<file path="src/rtl/fp32_norm_round.sv">
// Two-stage normalize-and-round back end for the binary32 add/sub datapath.
// Stage 1 normalizes the raw magnitude. Stage 2 rounds, packs and flags the result.
module fp32_norm_round (
    input  logic        clk,
    input  logic        rst,
    input  logic        in_valid,
    output logic        in_ready,
    input  logic        in_sign,
    input  logic [9:0]  in_exp,
    input  logic [27:0] in_mant,
    input  logic        in_sticky,
    input  logic [2:0]  in_rm,
    output logic        out_valid,
    input  logic        out_ready,
    output logic [31:0] out_result,
    output logic [4:0]  out_flags
);

    localparam logic [2:0] RM_RTZ = 3'd1;
    localparam logic [2:0] RM_RDN = 3'd2;
    localparam logic [2:0] RM_RUP = 3'd3;
    localparam logic [2:0] RM_RMM = 3'd4;

    logic               s1_valid;
    logic               s1_sign;
    logic signed [10:0] s1_exp;
    logic [26:0]        s1_mant;
    logic               s1_sticky;
    logic [2:0]         s1_rm;

    logic               adv2;
    logic [4:0]         lz;
    logic [26:0]        n_norm;
    logic signed [10:0] exp_ext;
    logic signed [10:0] e_norm;

    assign adv2     = !out_valid || out_ready;
    assign in_ready = !s1_valid || adv2;

    always_comb begin
        lz = '0;
        for (int i = 0; i < 27; i++) begin
            if (in_mant[i]) lz = 5'(26 - i);
        end
        exp_ext = $signed({in_exp[9], in_exp});
        if (in_mant[27]) begin
            n_norm = {in_mant[27:2], in_mant[1] | in_mant[0]};
            e_norm = exp_ext + 11'sd1;
        end else begin
            n_norm = in_mant[26:0] << lz;
            e_norm = exp_ext - $signed({6'd0, lz});
        end
    end

    always_ff @(posedge clk) begin
        if (rst) begin
            s1_valid <= 1'b0;
        end else if (in_ready) begin
            s1_valid <= in_valid;
            if (in_valid) begin
                s1_sign   <= in_sign;
                s1_exp    <= e_norm;
                s1_mant   <= n_norm;
                s1_sticky <= in_sticky;
                s1_rm     <= in_rm;
            end
        end
    end

    // A normalized nonzero magnitude always has bit 26 set, so its absence marks a true zero.
    logic               s1_zero;
    logic               g_bit;
    logic               s_bit;
    logic               inc;
    logic [23:0]        frac_sum;
    logic signed [10:0] e_rnd;
    logic               nx;
    logic               to_inf;
    logic [31:0]        res_next;
    logic [4:0]         flags_next;

    always_comb begin
        s1_zero  = !s1_mant[26];
        g_bit    = s1_mant[2];
        s_bit    = s1_mant[1] | s1_mant[0] | s1_sticky;
        nx       = g_bit | s_bit;
        case (s1_rm)
            RM_RTZ:  inc = 1'b0;
            RM_RDN:  inc = s1_sign & nx;
            RM_RUP:  inc = !s1_sign & nx;
            RM_RMM:  inc = g_bit;
            default: inc = g_bit & (s_bit | s1_mant[3]);
        endcase
        frac_sum = {1'b0, s1_mant[25:3]} + {23'd0, inc};
        e_rnd    = s1_exp + $signed({10'd0, frac_sum[23]});
        case (s1_rm)
            RM_RTZ:  to_inf = 1'b0;
            RM_RDN:  to_inf = s1_sign;
            RM_RUP:  to_inf = !s1_sign;
            default: to_inf = 1'b1;
        endcase

        res_next   = {s1_sign, 8'd0, 23'd0};
        flags_next = 5'b00000;
        if (s1_zero) begin
            res_next   = {s1_sign, 31'd0};
            flags_next = 5'b00000;
        end else if (s1_exp <= 11'sd0) begin
            res_next   = {s1_sign, 31'd0};
            flags_next = 5'b00011;
        end else if (e_rnd >= 11'sd255) begin
            res_next   = to_inf ? {s1_sign, 8'hFF, 23'd0} : {s1_sign, 8'hFE, 23'h7FFFFF};
            flags_next = 5'b00101;
        end else begin
            res_next   = {s1_sign, e_rnd[7:0], frac_sum[22:0]};
            flags_next = {4'b0000, nx};
        end
    end

    always_ff @(posedge clk) begin
        if (rst) begin
            out_valid  <= 1'b0;
            out_result <= '0;
            out_flags  <= '0;
        end else if (adv2) begin
            out_valid <= s1_valid;
            if (s1_valid) begin
                out_result <= res_next;
                out_flags  <= flags_next;
            end
        end
    end

endmodule

</file>
<file path="config.mk">
export PLATFORM = sky130hd
export DESIGN_NAME = fp32_norm_round
export DESIGN_NICKNAME = d
export VERILOG_FILES = /design/src/rtl/fp32_norm_round.sv
export SDC_FILE = /design/constraint.sdc
export NUM_CORES = 1
export LEC_CHECK = 0
export CORE_MARGIN = 3
export CORE_UTILIZATION = 56
export DETAILED_ROUTE_END_ITERATION = 16
export PLACE_DENSITY = 0.82
export SKIP_CTS_REPAIR_TIMING = 1
export SLEW_MARGIN = 20
export SYNTH_ARGS = -nofsm -noshare
export SYNTH_HDL_FRONTEND = slang
export SYNTH_SLANG_ARGS = --single-unit
</file>
<file path="constraint.sdc">
create_clock -name clk -period 5 [get_ports clk]
set_clock_uncertainty 0.05 [all_clocks]
set_input_delay 0.75 -clock clk [delete_from_list [all_inputs] [get_ports clk]]
set_output_delay 0.75 -clock clk [all_outputs]
set_load 0.02 [all_outputs]
</file>
==> results of run 1 <==
[metal layers]
metal  track usage [%]  part of all wire (%)  vias up
li1                  -                     -     2706
met1              40.5                    42     2546
met2              47.0                    46      339
met3              4.60                   9.5       41
met4              9.83                   2.6        0
met5                 0                     0        -
[Yosys cell counts (4+ instances only)]
cell | number | share of area [%]
sky130_fd_sc_hd__or3_1 | 4 | 0.43
sky130_fd_sc_hd__inv_1 | 13 | 0.83
sky130_fd_sc_hd__nand2_1 | 90 | 5.8
sky130_fd_sc_hd__buf_2 | 11 | 0.94
sky130_fd_sc_hd__o22ai_1 | 7 | 0.75
sky130_fd_sc_hd__nand4_1 | 11 | 1.2
sky130_fd_sc_hd__edfxtp_1 | 43 | 22
sky130_fd_sc_hd__mux2i_1 | 45 | 7.7
sky130_fd_sc_hd__and3_1 | 10 | 1.1
sky130_fd_sc_hd__nor2_1 | 79 | 5.1
sky130_fd_sc_hd__nor3_1 | 18 | 1.5
sky130_fd_sc_hd__dfxtp_1 | 37 | 13
sky130_fd_sc_hd__o211ai_1 | 5 | 0.64
sky130_fd_sc_hd__o31ai_1 | 11 | 1.4
sky130_fd_sc_hd__a31oi_1 | 9 | 0.96
sky130_fd_sc_hd__a21o_1 | 6 | 0.77
sky130_fd_sc_hd__nor4_1 | 5 | 0.53
sky130_fd_sc_hd__nor2b_1 | 9 | 0.96
sky130_fd_sc_hd__and4_1 | 4 | 0.60
sky130_fd_sc_hd__and2_1 | 4 | 0.43
sky130_fd_sc_hd__xor2_1 | 9 | 1.3
sky130_fd_sc_hd__nand2b_1 | 8 | 0.85
sky130_fd_sc_hd__buf_6 | 4 | 0.77
sky130_fd_sc_hd__a21oi_1 | 28 | 2.4
sky130_fd_sc_hd__xnor2_1 | 28 | 4.2
sky130_fd_sc_hd__clkbuf_1 | 20 | 1.3
sky130_fd_sc_hd__ha_1 | 16 | 3.4
sky130_fd_sc_hd__o221ai_1 | 7 | 1.0
sky130_fd_sc_hd__o21ai_0 | 26 | 2.2
sky130_fd_sc_hd__a22o_1 | 4 | 0.60
sky130_fd_sc_hd__nand3_1 | 21 | 1.8
sky130_fd_sc_hd__o21ai_1 | 29 | 2.5
[flip-flops by register name, indices dropped and copies added (netlist names)]
register	count
out_result	32
s1_mant	27
s1_exp	11
out_flags	3
s1_rm	3
out_valid	1
s1_sign	1
s1_sticky	1
s1_valid	1
[cells by family (layout without fill, tap and decap cells)]
| kind of cell | count (synthesis) | after routing | synth area share (%) |
|---|---|---|---|
| AO/OA/AOI/OAI | 171 | 171 | 19.2 |
| XOR/XNOR | 37 | 37 | 5.53 |
| adder cells (fa/ha/maj) | 17 | 17 | 3.76 |
| buffers and inverters | 57 | 140 | 4.59 |
| flip-flops | 80 | 80 | 34.7 |
| multiplexers | 51 | 51 | 8.93 |
| other | 1 | 2 | 0.0640 |
| AND/OR/NAND/NOR | 280 | 280 | 23.2 |
[critical path, delay by kind of cell]
family                   cells  cell delay (ns)
adder cells (fa/ha/maj)      3             0.81
XOR/XNOR                     1             0.16
AO/OA/AOI/OAI                5             1.23
AND/OR/NAND/NOR              5             0.67
buffers and inverters        3             0.97
[path summary, 6_finish.rpt]
kind | startpoint | end
max | in_mant[24] | s1_exp[10]
min | out_result[3] | out_result[3]
max reg2reg | s1_mant[0] | out_flags[0]
min reg2reg | out_result[3] | out_result[3]
[power groups by stage]
stage	registers (mW)	logic, mW	clock network (mW)
after floorplan	0.779	0.282	0
after global placement	0.774	0.435	0
after detailed placement	0.776	0.440	0
after CTS	0.761	0.443	0.467
after global routing	0.766	0.490	0.498
final	0.762	0.451	0.458
[through the flow]
stage	setup slack (ns)	hold slack, ns	power (mW)
detailed placement	0.0372	0.390	1.22
floorplan	0.676	0.446	1.06
global route	0.0955	0.411	1.75
CTS	0.432	0.401	1.67
finish	0.440	0.398	1.67
global placement	0.205	0.385	1.21
[cell usage in the layout (no fill, tap or decap), drive strengths merged, types with 12 or more instances in the layout]
cell type / n
nand2: 90
clkdlybuf4s50: 83
nor2: 79
o21ai: 55
mux2i: 47
edfxtp: 43
dfxtp: 37
a21oi: 31
xnor2: 28
buf: 24
nand3: 21
nor3: 20
inv: 17
ha: 16
nand4: 12
[layout make-up]
type / count / share of cell area [%]
clock buffers: 11 / 2.31
well taps: 133 / 2.37
multi-input cells: 558 / 50.6
clock inverters: 5 / 0.516
repair buffers: 107 / 14.4
inverters: 17 / 0.960
flip-flops and latches: 80 / 28.9
==> impl_metrics.tcl, run 1 <==
set metrics [dict create \
    design.die.area_mm2 0.0117 \
    wl_um 16500 \
    gpl.final_weighted_congestion 1.01 \
    clock_path_buffers 2 \
    clk_latency_ns 0.36 \
    finalNonFillerCells 911 \
    holdPathStages 2 \
    power_frac_seq_pct 45.6 \
    pin_count 86 \
    iteration_0_drc_count_of_the_detailed_router 720 \
    regArea_mm2 0.00203 \
    rr_worst_depth 18 \
    switching_fraction_of_total_power_pct 31.2 \
    dieHeight_um 108 \
    synth.yosys.warnings 0 \
    path_clk_slew_ns 0.08 \
    end_kind "register" \
    tns_ns 0 \
    intPower_mw 1.15 \
    distinct_cells_synth 76 \
    tritoncts_buffer_count 9 \
    detail-route-antenna-nets 0 \
    net_count_final 837 \
    max_cap_violations 0 \
    peakVddDrop_mv 0.154 \
    chipWidth_um 108 \
    relSlewSlack_pct 38.0 \
    status "finished, final reports clean" \
    cts_tree "yes" \
    ctsHtreeMaxLevel 3 \
    crit_arrival_ns 4.61 \
    first_global_vias 5318 \
    critical_path_class "input port to register" \
    fp.coreArea_mm2 0.00995 \
    syn-cell-area_mm2 0.00586 \
    final-max-slew-violation-count 0 \
    initial_antenna_violation_count 0 \
    initial_utilization_pct 58.8 \
    post-route-cell-area_mm2 0.00704 \
    post_synth_edffs 43 \
    max_freq_mhz 219 \
    drt_drc_violations_left 0 \
    net_switching_component_of_the_power_mw 0.521 \
    drt-vias-per-instance 6.18 \
    final_layout_size_suffix_gt1_share_pct 8.35 \
    critical_path_cell_sequence "clkdlybuf4s50_1, nor4_1, a2111oi_0, buf_4, and2_1, clkinv_2, ha_1, and3_1, ha_1, nor2b_1, ha_1, a21boi_0, o21ai_0, nand2b_1, a31oi_1, o21ai_0, xnor2_1" \
    grt_setup_unrepaired "false" \
    share_comb_of_total_power_pct 27.0 \
    num_antenna_cells 0 \
    power.share.clock_pct 27.4 \
    holdCritPathClass "register to register" \
    hpwlAfterDp_um 12900 \
    grt_pass1_wl_um 27200 \
    multi_input_area_mm2 0.00356 \
    grt_remaining_overflow 0 \
    synthCells 694 \
    setup_violations 0 \
    critPathMaxFanout 9 \
    synth.yosys.seq_area_share_pct 34.7 \
    p_leak_nw 2.67 \
    pin_count_of_the_biggest_net_entering_global_routing 44 \
    clock-sinks 80 \
    cpMaxStageDelayCell "sky130_fd_sc_hd__clkdlybuf4s50_1" \
    syn2layout_area_growth_pct 20.1 \
    grtUsageTotal_pct 29.3 \
    port_buffers 83 \
    placed_cell_area_mm2 0.00684 \
    synth-async-reset-ratio_pct 0 \
    finish.utilization_pct 70.7 \
    synthesis.area_per_instance_um2 8.44 \
    fillCellCount 774 \
    placementRows 36 \
    worst_pin_slew_ns 0.931 \
    firstDrtPassIters 5 \
    routed-via-count 5632 \
    timing.reg2reg.setup_slack_ns 0.49 \
    post-route-period-util_pct 91.2 \
    critPathRequiredTime_ns 5.05 \
    dp.cells 895 \
    yosys_most_used_dff "sky130_fd_sc_hd__edfxtp_1" \
    finalCriticalPeriod_ns 4.56 \
    worst_path_most_repeated_cell "sky130_fd_sc_hd__ha_1" \
    clk_root_buffer_cell "sky130_fd_sc_hd__clkbuf_8" \
    worst_setup_path_start_kind "input port" \
    critPathMaxStageDelay_ns 0.69 \
    average_wire_length_per_cell_after_detail_routing_um 18.1 \
    power_per_cell_area_mw_per_mm2 238 \
    fin_hold_viols 0 \
    synth_seq_cells 80 \
]
No activity file was read; power rests on OpenSTA's default activity.
==> run 2: changes to the inputs <==
- GPL_ROUTABILITY_DRIVEN: default -> 1
==> results of run 2 <==
The final DEF is identical to that of run 1; final timing and power are the same.
